### src/rtl/fft_bfly_sched.sv
// fft_bfly_sched
//   Address/control sequencer for an in-place radix-2 DIT FFT. For each of
//   LOG2N stages it issues N/2 butterfly read pairs (one per cycle) with the
//   matching twiddle index. It also produces the butterfly valid strobe and
//   the P/Q write-back strobe and addresses, delayed to line up with the
//   RAM read latency and the butterfly pipeline. After each stage it drains
//   for RD_LAT+BF_LAT cycles, so the last write of a stage always lands
//   before the first read of the next stage.
//
// Ports
//   clk, rst             clock, synchronous active-high reset
//   start                begin a transform (only honoured in IDLE)
//   busy                 high while running or draining
//   done                 one-cycle completion pulse
//   stage                current stage index
//   rd_en                read strobe for both RAM ports
//   rd_addr_a/rd_addr_b  butterfly operand addresses (valid with rd_en)
//   tw_addr              twiddle ROM index k, W = exp(-j*2*pi*k/N)
//   bf_valid             butterfly valid_in (rd_en delayed RD_LAT)
//   wr_en                write strobe for P and Q (rd_en delayed RD_LAT+BF_LAT)
//   wr_addr_p/wr_addr_q  write-back addresses (read addresses, same delay)
module fft_bfly_sched #(
  parameter int N      = 64,
  parameter int LOG2N  = 6,
  parameter int RD_LAT = 1,
  parameter int BF_LAT = 3
) (
  input  logic             clk,
  input  logic             rst,
  input  logic             start,
  output logic             busy,
  output logic             done,
  output logic [LOG2N-1:0] stage,
  output logic             rd_en,
  output logic [LOG2N-1:0] rd_addr_a,
  output logic [LOG2N-1:0] rd_addr_b,
  output logic [LOG2N-2:0] tw_addr,
  output logic             bf_valid,
  output logic             wr_en,
  output logic [LOG2N-1:0] wr_addr_p,
  output logic [LOG2N-1:0] wr_addr_q
);

  localparam int PIPE = RD_LAT + BF_LAT;
  localparam int DW   = (PIPE < 2) ? 1 : $clog2(PIPE);

  localparam logic [LOG2N-1:0] ONE        = LOG2N'(1);
  localparam logic [LOG2N-1:0] J_LAST     = LOG2N'(N/2 - 1);
  localparam logic [LOG2N-1:0] LAST_STAGE = LOG2N'(LOG2N - 1);
  localparam logic [DW-1:0]    DCNT_LAST  = DW'(PIPE - 1);

  typedef enum logic [1:0] {S_IDLE, S_RUN, S_DRAIN, S_DONE} state_t;

  state_t           state_reg;
  logic [LOG2N-1:0] j_reg;
  logic [LOG2N-1:0] stage_reg;
  logic [DW-1:0]    dcnt_reg;
  logic             busy_reg;
  logic             done_reg;
  logic             rd_en_reg;
  logic [LOG2N-1:0] a_reg;
  logic [LOG2N-1:0] b_reg;
  logic [LOG2N-2:0] tw_reg;

  // Operand A: groups of 2*span words, A in the lower half of each group.
  function automatic logic [LOG2N-1:0] addr_a(input logic [LOG2N-1:0] s,
                                              input logic [LOG2N-1:0] jj);
    logic [LOG2N-1:0] span;
    logic [LOG2N-1:0] pos;
    logic [LOG2N-1:0] grp;
    span = ONE << s;
    pos  = jj & (span - ONE);
    grp  = jj >> s;
    return (grp << (s + ONE)) | pos;
  endfunction

  function automatic logic [LOG2N-1:0] addr_b(input logic [LOG2N-1:0] s,
                                              input logic [LOG2N-1:0] jj);
    return addr_a(s, jj) + (ONE << s);
  endfunction

  // pos < 2^s, so pos << (LOG2N-1-s) always fits in LOG2N-1 bits.
  function automatic logic [LOG2N-2:0] addr_tw(input logic [LOG2N-1:0] s,
                                               input logic [LOG2N-1:0] jj);
    logic [LOG2N-1:0] pos;
    logic [LOG2N-1:0] t;
    pos = jj & ((ONE << s) - ONE);
    t   = pos << (LAST_STAGE - s);
    return t[LOG2N-2:0];
  endfunction

  // Control FSM. Outputs are registered alongside the state so that the
  // address presented with rd_en always belongs to the butterfly in flight.
  always_ff @(posedge clk) begin
    if (rst) begin
      state_reg <= S_IDLE;
      j_reg     <= '0;
      stage_reg <= '0;
      dcnt_reg  <= '0;
      busy_reg  <= 1'b0;
      done_reg  <= 1'b0;
      rd_en_reg <= 1'b0;
      a_reg     <= '0;
      b_reg     <= '0;
      tw_reg    <= '0;
    end else begin
      done_reg  <= 1'b0;
      rd_en_reg <= 1'b0;
      a_reg     <= '0;
      b_reg     <= '0;
      tw_reg    <= '0;
      case (state_reg)
        S_IDLE: begin
          if (start) begin
            state_reg <= S_RUN;
            stage_reg <= '0;
            j_reg     <= '0;
            busy_reg  <= 1'b1;
            rd_en_reg <= 1'b1;
            a_reg     <= addr_a('0, '0);
            b_reg     <= addr_b('0, '0);
            tw_reg    <= addr_tw('0, '0);
          end
        end
        S_RUN: begin
          if (j_reg == J_LAST) begin
            state_reg <= S_DRAIN;
            dcnt_reg  <= '0;
          end else begin
            j_reg     <= j_reg + ONE;
            rd_en_reg <= 1'b1;
            a_reg     <= addr_a(stage_reg, j_reg + ONE);
            b_reg     <= addr_b(stage_reg, j_reg + ONE);
            tw_reg    <= addr_tw(stage_reg, j_reg + ONE);
          end
        end
        S_DRAIN: begin
          if (dcnt_reg == DCNT_LAST) begin
            if (stage_reg == LAST_STAGE) begin
              state_reg <= S_DONE;
              done_reg  <= 1'b1;
              busy_reg  <= 1'b0;
            end else begin
              state_reg <= S_RUN;
              stage_reg <= stage_reg + ONE;
              j_reg     <= '0;
              rd_en_reg <= 1'b1;
              a_reg     <= addr_a(stage_reg + ONE, '0);
              b_reg     <= addr_b(stage_reg + ONE, '0);
              tw_reg    <= addr_tw(stage_reg + ONE, '0);
            end
          end else begin
            dcnt_reg <= dcnt_reg + DW'(1);
          end
        end
        S_DONE: begin
          state_reg <= S_IDLE;
          stage_reg <= '0;
        end
        default: state_reg <= S_IDLE;
      endcase
    end
  end

  // Delay line matching RAM read latency plus butterfly latency. Reset clears
  // every valid bit so an aborted transform never produces a late write.
  logic [PIPE-1:0]  v_pipe;
  logic [LOG2N-1:0] a_pipe [PIPE];
  logic [LOG2N-1:0] b_pipe [PIPE];

  always_ff @(posedge clk) begin
    if (rst) begin
      v_pipe <= '0;
      for (int i = 0; i < PIPE; i++) begin
        a_pipe[i] <= '0;
        b_pipe[i] <= '0;
      end
    end else begin
      v_pipe    <= {v_pipe[PIPE-2:0], rd_en_reg};
      a_pipe[0] <= a_reg;
      b_pipe[0] <= b_reg;
      for (int i = 1; i < PIPE; i++) begin
        a_pipe[i] <= a_pipe[i-1];
        b_pipe[i] <= b_pipe[i-1];
      end
    end
  end

  assign busy      = busy_reg;
  assign done      = done_reg;
  assign stage     = stage_reg;
  assign rd_en     = rd_en_reg;
  assign rd_addr_a = a_reg;
  assign rd_addr_b = b_reg;
  assign tw_addr   = tw_reg;
  assign bf_valid  = v_pipe[RD_LAT-1];
  assign wr_en     = v_pipe[PIPE-1];
  assign wr_addr_p = a_pipe[PIPE-1];
  assign wr_addr_q = b_pipe[PIPE-1];

endmodule

### config.mk
export PLATFORM = sky130hd
export DESIGN_NAME = fft_bfly_sched
export DESIGN_NICKNAME = d
export VERILOG_FILES = /design/src/rtl/fft_bfly_sched.sv
export SDC_FILE = /design/constraint.sdc
export NUM_CORES = 1
export LEC_CHECK = 0
export CORE_UTILIZATION = 40
export DETAILED_ROUTE_END_ITERATION = 16
export GPL_ROUTABILITY_DRIVEN = 0
export GPL_TIMING_DRIVEN = 0
export PLACE_DENSITY = 0.67
export SLEW_MARGIN = 0
export SYNTH_ARGS = -nofsm -noshare
export SYNTH_HDL_FRONTEND = slang
export SYNTH_SLANG_ARGS = --single-unit
### constraint.sdc
create_clock -name clk -period 8.4 [get_ports clk]
set_input_delay 2.1 -clock clk [delete_from_list [all_inputs] [get_ports clk]]
set_output_delay 2.1 -clock clk [all_outputs]
set_load 0.02 [all_outputs]
**Yosys cells after proc, flatten, opt, wreduce, memory -nomap -nowiden**

Memory sizes are Yosys's and may differ from the RTL's.
Index checks and enable logic that the tools add are counted.

- Flip-flop bits (word level): 40
- Memory bits (writable): 48
- Input port bits: 3
- Output and inout port bits: 40
- Word-level logic and storage cells: 116
- Memories kept: 2

- Add/subtract/negate cells: 9
- Eq/ne operators: 13
- Shift-type cells: 8
- Multiplexer cells: 50
- Bitwise gates (word level): 12
- Reductions and logical operators: 11

Memories:

| memory | words | bits a word | rd ports | clocked after Yosys merged registers in | wr ports | line | source |
|---|---|---|---|---|---|---|---|
| a_pipe | 4 | 6 | 4 | 0 | 4 | 168 | `logic [LOG2N-1:0] a_pipe [PIPE];` |
| b_pipe | 4 | 6 | 4 | 0 | 4 | 169 | `logic [LOG2N-1:0] b_pipe [PIPE];` |

Operators by type and width:

| cell | count |
|---|---|
| $mux 6 | 20 |
| $pmux 6 s3 | 3 |
| $add 6x1->6 const B | 3 |
| $mux 5 | 3 |
| $ne 2x2->1 const B | 7 |
| $add 6x6->6 | 2 |
| $mux 1 | 12 |
| $mux 2 | 6 |
| $pmux 6 s2 | 1 |
| $shl 1x6->6 const A | 2 |
| $shl 6x6->6 | 2 |
| $sub 3x6->6 const A | 2 |
| $pmux 5 s2 | 1 |
| $or 1x1->1 | 8 |
| $pmux 2 s4 | 1 |
| $reduce_and 4->1 | 2 |
| $and 6x6->6 | 1 |
| $eq 2x2->1 const B | 3 |
| $eq 6x3->1 const B | 1 |
| $eq 6x5->1 const B | 1 |
| $or 6x6->6 | 1 |
| $reduce_and 3->1 | 2 |
| $reduce_bool 3->1 | 2 |
| $shl 1x6->5 const A | 1 |
| other kinds (14) | 16 |

**Depth between registers and ports, before layout**

- Depth in word-level cells: 7
- Mapped depth: 16
- Mapped depth without buffers: 16

**Worst setup path before layout**

No wires, ideal clock.

- Kind: flip-flop to flip-flop
- Start point: register stage_reg[0], in the netlist stage[0]
- End point: register b_reg[5], in the netlist rd_addr_b[5]
- Arrival time: 3,444 ps
- Required time: 8,274 ps
- Path slack: 4,830 ps
- Stages on the path, launching flop included: 16
- Cells stage by stage: dfxtp_1 -> clkbuf_1 -> clkbuf_1 -> buf_1 -> nand3_1 -> ha_1 -> xor2_1 -> a32o_2 -> ha_1 -> o21ai_0 -> o21bai_1 -> a21oi_1 -> xnor2_1 -> and2_1 -> a22oi_1 -> a21oi_1

- Longest elaborated chain between the ends: 7
- Elaborated cells between the ends (all ways): 18

RTL lines:

| what | line | source |
|---|---|---|
| start: declaration | 56 | `logic [LOG2N-1:0] stage_reg;` |
| start signal: assignment | 145 | `stage_reg <= stage_reg + ONE;` |
| $add 6x1->6 or $shl 1x6->6 (tied branches) | - |  |
| $add 6x1->6 (tied with other cells) | 74 | `return (grp << (s + ONE)) \| pos;` |
| $shl 6x6->6 or $and 6x6->6 (tied branches) | 74, 72 |  |
| $add 6x6->6 or $or 6x6->6 (tied branches) | 79, 74 |  |
| $mux 6 or $add 6x6->6 (tied branches) | 139, 79 |  |
| $mux 6 (on tied branches) | 138, 126 |  |
| $pmux 6 s3 * | 112 | `case (state_reg)` |
| end signal: assignment | 121 | `b_reg <= addr_b('0, '0);` |
| end signal: assignment | 133 | `b_reg <= addr_b(stage_reg, j_reg + ONE);` |
| end signal: assignment | 149 | `b_reg <= addr_b(stage_reg + ONE, '0);` |
| end: declaration | 62 | `logic [LOG2N-1:0] b_reg;` |

Every way passes the cells marked *; elsewhere a longest branch is shown, timed or not.
A chain may end at the register's enable or synchronous reset.

**Final worst setup path**

Ends and elaborated chain as after synthesis.

==> metrics.cfg <==
[min_path]
min_delay_path_depth = 1
worstHoldStart = v_pipe[2]
holdPathEnd = v_pipe[3]
worstHoldPathType = register to register

[grt]
grt_antenna_before_repair = 0
grt_pass1_wl_mm = 14.4
grt_pass1_vias = 3024
grt-ovfl-total = 0
grt_max_degree = 18
grt_util_all_layers_pct = 18.1

[detailed_routing]
routed_wl_mm = 8.90
ant_nets = 0
drc = 0
wl_per_cell_um = 14.2
via_count = 3286
drt_first_pass_iters = 5
vias_per_cell = 5.24
drt_iter0_markers = 229

[die]
coreArea_um2 = 9420
fp.dieW_um = 101
ios = 43
die_y_um = 101
start_util_pct = 42.0
fp.dieArea_um2 = 10300
fp-row-count = 35

[clocking]
clk_pin_slew_ns = 0.10
hold_buffers = 0
clock_path_buffers = 2
clkLatencyLatePin_ns = 0.36
post_cts_buffers = 0
htree_levels = 3
root_buffer = clkbuf_8
cts_tree = done
cts_resized = 0
cts_buffers = 9
clock_sinks = 88

[logic_synthesis]
synth_top_cell_by_area = dfxtp_1
ys_seq_area_share_pct = 44.6
synth_edf_count = 0
async_reset_ff_share_pct = 0
syn_inst = 441
yosysTopAreaCellShare_pct = 44.6
synth_cell_types = 66
synthFlopType = dfxtp_1
yosys-top-cells-count = dfxtp_1, nor2b_1, nor2_1
syn_area_per_cell_um2 = 8.96
synth_seq_cells = 88
yosysWarnings = 0
synthesis.area_um2 = 3950
syn_nets = 463
yosysMostFrequentCell = dfxtp_1
synth_area_leaders = dfxtp_1, nor2b_1, ha_1, nor2_1, a21oi_1

[setup_path]
worstPathCellList = clkbuf_1, clkbuf_1, buf_1, nand3_1, ha_1, xor2_1, a32o_2, ha_1, o21ai_0, o21bai_1, a21oi_1, xnor2_1, and2_1, a22oi_1, a21oi_1
critPathKind = register to register
r2r_cells = 15
cp-end-kind = register
crit_path_start_kind = register
rr_endpoint = rd_addr_b[5]
slowest_stage = buf_1
critPathMaxFanout = 10
reg2reg_from = stage[0]
r2r_slack_ns = 4.01
cpPeakStageDelay_ns = 0.50
critPathArrivalTime_ns = 4.67
crit_required_ns = 8.68

[cells_and_area]
syn_to_final_growth_pct = 19.7
largestRegisters = a_pipe (24), b_pipe (24)
antenna_cells = 0
num-fill-cells = 899
nNetsFinal = 515
drive_above_1_share_pct = 6.63

[timing]
finClkSkew_ns = 0.0104
setup_tns_ns = 0
fin_crit_sh_pct = 52.2
clock.fmax_mhz = 228
fin_crit_ns = 4.39
drv_slew = 0
slew_headroom_pct = 29.0
hold_viol_final = 0
finalSetupViolCount = 0
setup_slack_ns = 4.01
rsz0062_at_grt = false
worstMarginPinSlew_ns = 1.05

[power]
p_leak_nw = 1.88
pwr-share-seq_pct = 44.0
p_int_mw = 0.691
power_density_nw_per_um2 = 219
p_sw_share_pct = 33.2
switching_power_mw = 0.344
ir_drop_v = 0.000105
pwr-share-comb_pct = 26.3
clock_power_share_pct = 29.7

[placement]
dp_hpwl_mm = 6.56
port_buffers = 41
place_ws_ns = 4.17

[flow_run]
maxCapViolations = 0

[run_status]
outcome = finished clean

[power by group through the flow]
stage | combinational [mW] | clock, mW | sequential (mW)
after floorplan | 0.178 | 0 | 0.474
after global placement | 0.260 | 0 | 0.464
after detailed placement | 0.266 | 0 | 0.466
after CTS | 0.268 | 0.315 | 0.456
after global routing | 0.297 | 0.330 | 0.459
final | 0.272 | 0.307 | 0.455
[cell type report]
| type | instances | area (um2) | area share (%) |
|---|---|---|---|
| buffer | 23 | 97.6 | 2.06 |
| multi-input combinational | 317 | 2040 | 43.2 |
| sequential | 88 | 1760 | 37.2 |
| inverter | 13 | 48.8 | 1.03 |
| clock inverter | 7 | 83.8 | 1.77 |
| tap | 129 | 161 | 3.41 |
| timing repair buffer | 41 | 410 | 8.67 |
| clock buffer | 9 | 124 | 2.62 |
[kinds of logic after synthesis]
family	share of synthesized area, %
and+or+nand+nor	27.0
DFF	44.6
AOI/OAI and AO/OA	14.7
buffers and inverters	3.70
adders and majority gates	6.21
xor gates and xnor gates	3.32
muxes	0.538
[layout by cell type (no fill, tap or decap), types with 3 or more instances in the layout]
cell type	instances
a211oi_1	5
nor2b_1	58
a22oi_1	4
nand2b_1	8
xor2_1	7
nand2_1	26
nor2_1	39
a21o_1	4
dfxtp_1	88
nor4_1	5
xnor2_1	8
buf_2	3
inv_1	12
and3_1	4
nand4_1	4
nand3_1	14
o21ai_0	9
nand3b_1	3
ha_1	18
clkbuf_1	18
or2_2	3
a31oi_1	7
or4_1	3
inv_6	3
a21oi_1	25
clkbuf_8	9
nor3_1	15
clkdlybuf4s50_1	41
or3_1	7
[how the worst max path moves through the flow]
stage	from	slack, ns	cells past startpoint	endpoint
global route	stage[0]	3.72	15	rd_addr_b[5]
global placement	stage[0]	4.19	15	rd_addr_b[5]
CTS	stage[0]	4.13	15	rd_addr_b[5]
floorplan	stage[0]	4.83	15	rd_addr_b[5]
finish	stage[0]	4.01	15	rd_addr_b[5]
detailed placement	stage[0]	4.17	15	rd_addr_b[5]
[routing by layer]
metal  global-route usage, %  wire (um)  up-vias
met3                    4.21        552       20
met4                    7.25        262        0
li1                        -          -     1638
met2                    30.0       4130      137
met1                    22.7       3960     1491
met5                       0          0        -
[through the flow]
step	cells	total power, mW	instance area (um2)	hold slack, ns	utilization [%]
CTS	627	1.04	4730	0.438	50.2
finish	627	1.03	4730	0.432	50.2
global placement	611	0.725	4520	0.415	48.0
global route	627	1.09	4730	0.455	50.2
floorplan	441	0.653	3950	0.414	-
detailed placement	611	0.732	4520	0.420	48.0
[critical path, delay by kind of cell, from the launching register on]
family | cells | cell delay (ns)
AOI/OAI and AO/OA | 6 | 1.04
xor gates and xnor gates | 2 | 0.34
adders and majority gates | 2 | 0.70
buffers and inverters | 3 | 1.31
DFF | 1 | 0.41
and+or+nand+nor | 2 | 0.50
(Power assumes the default switching activity.)
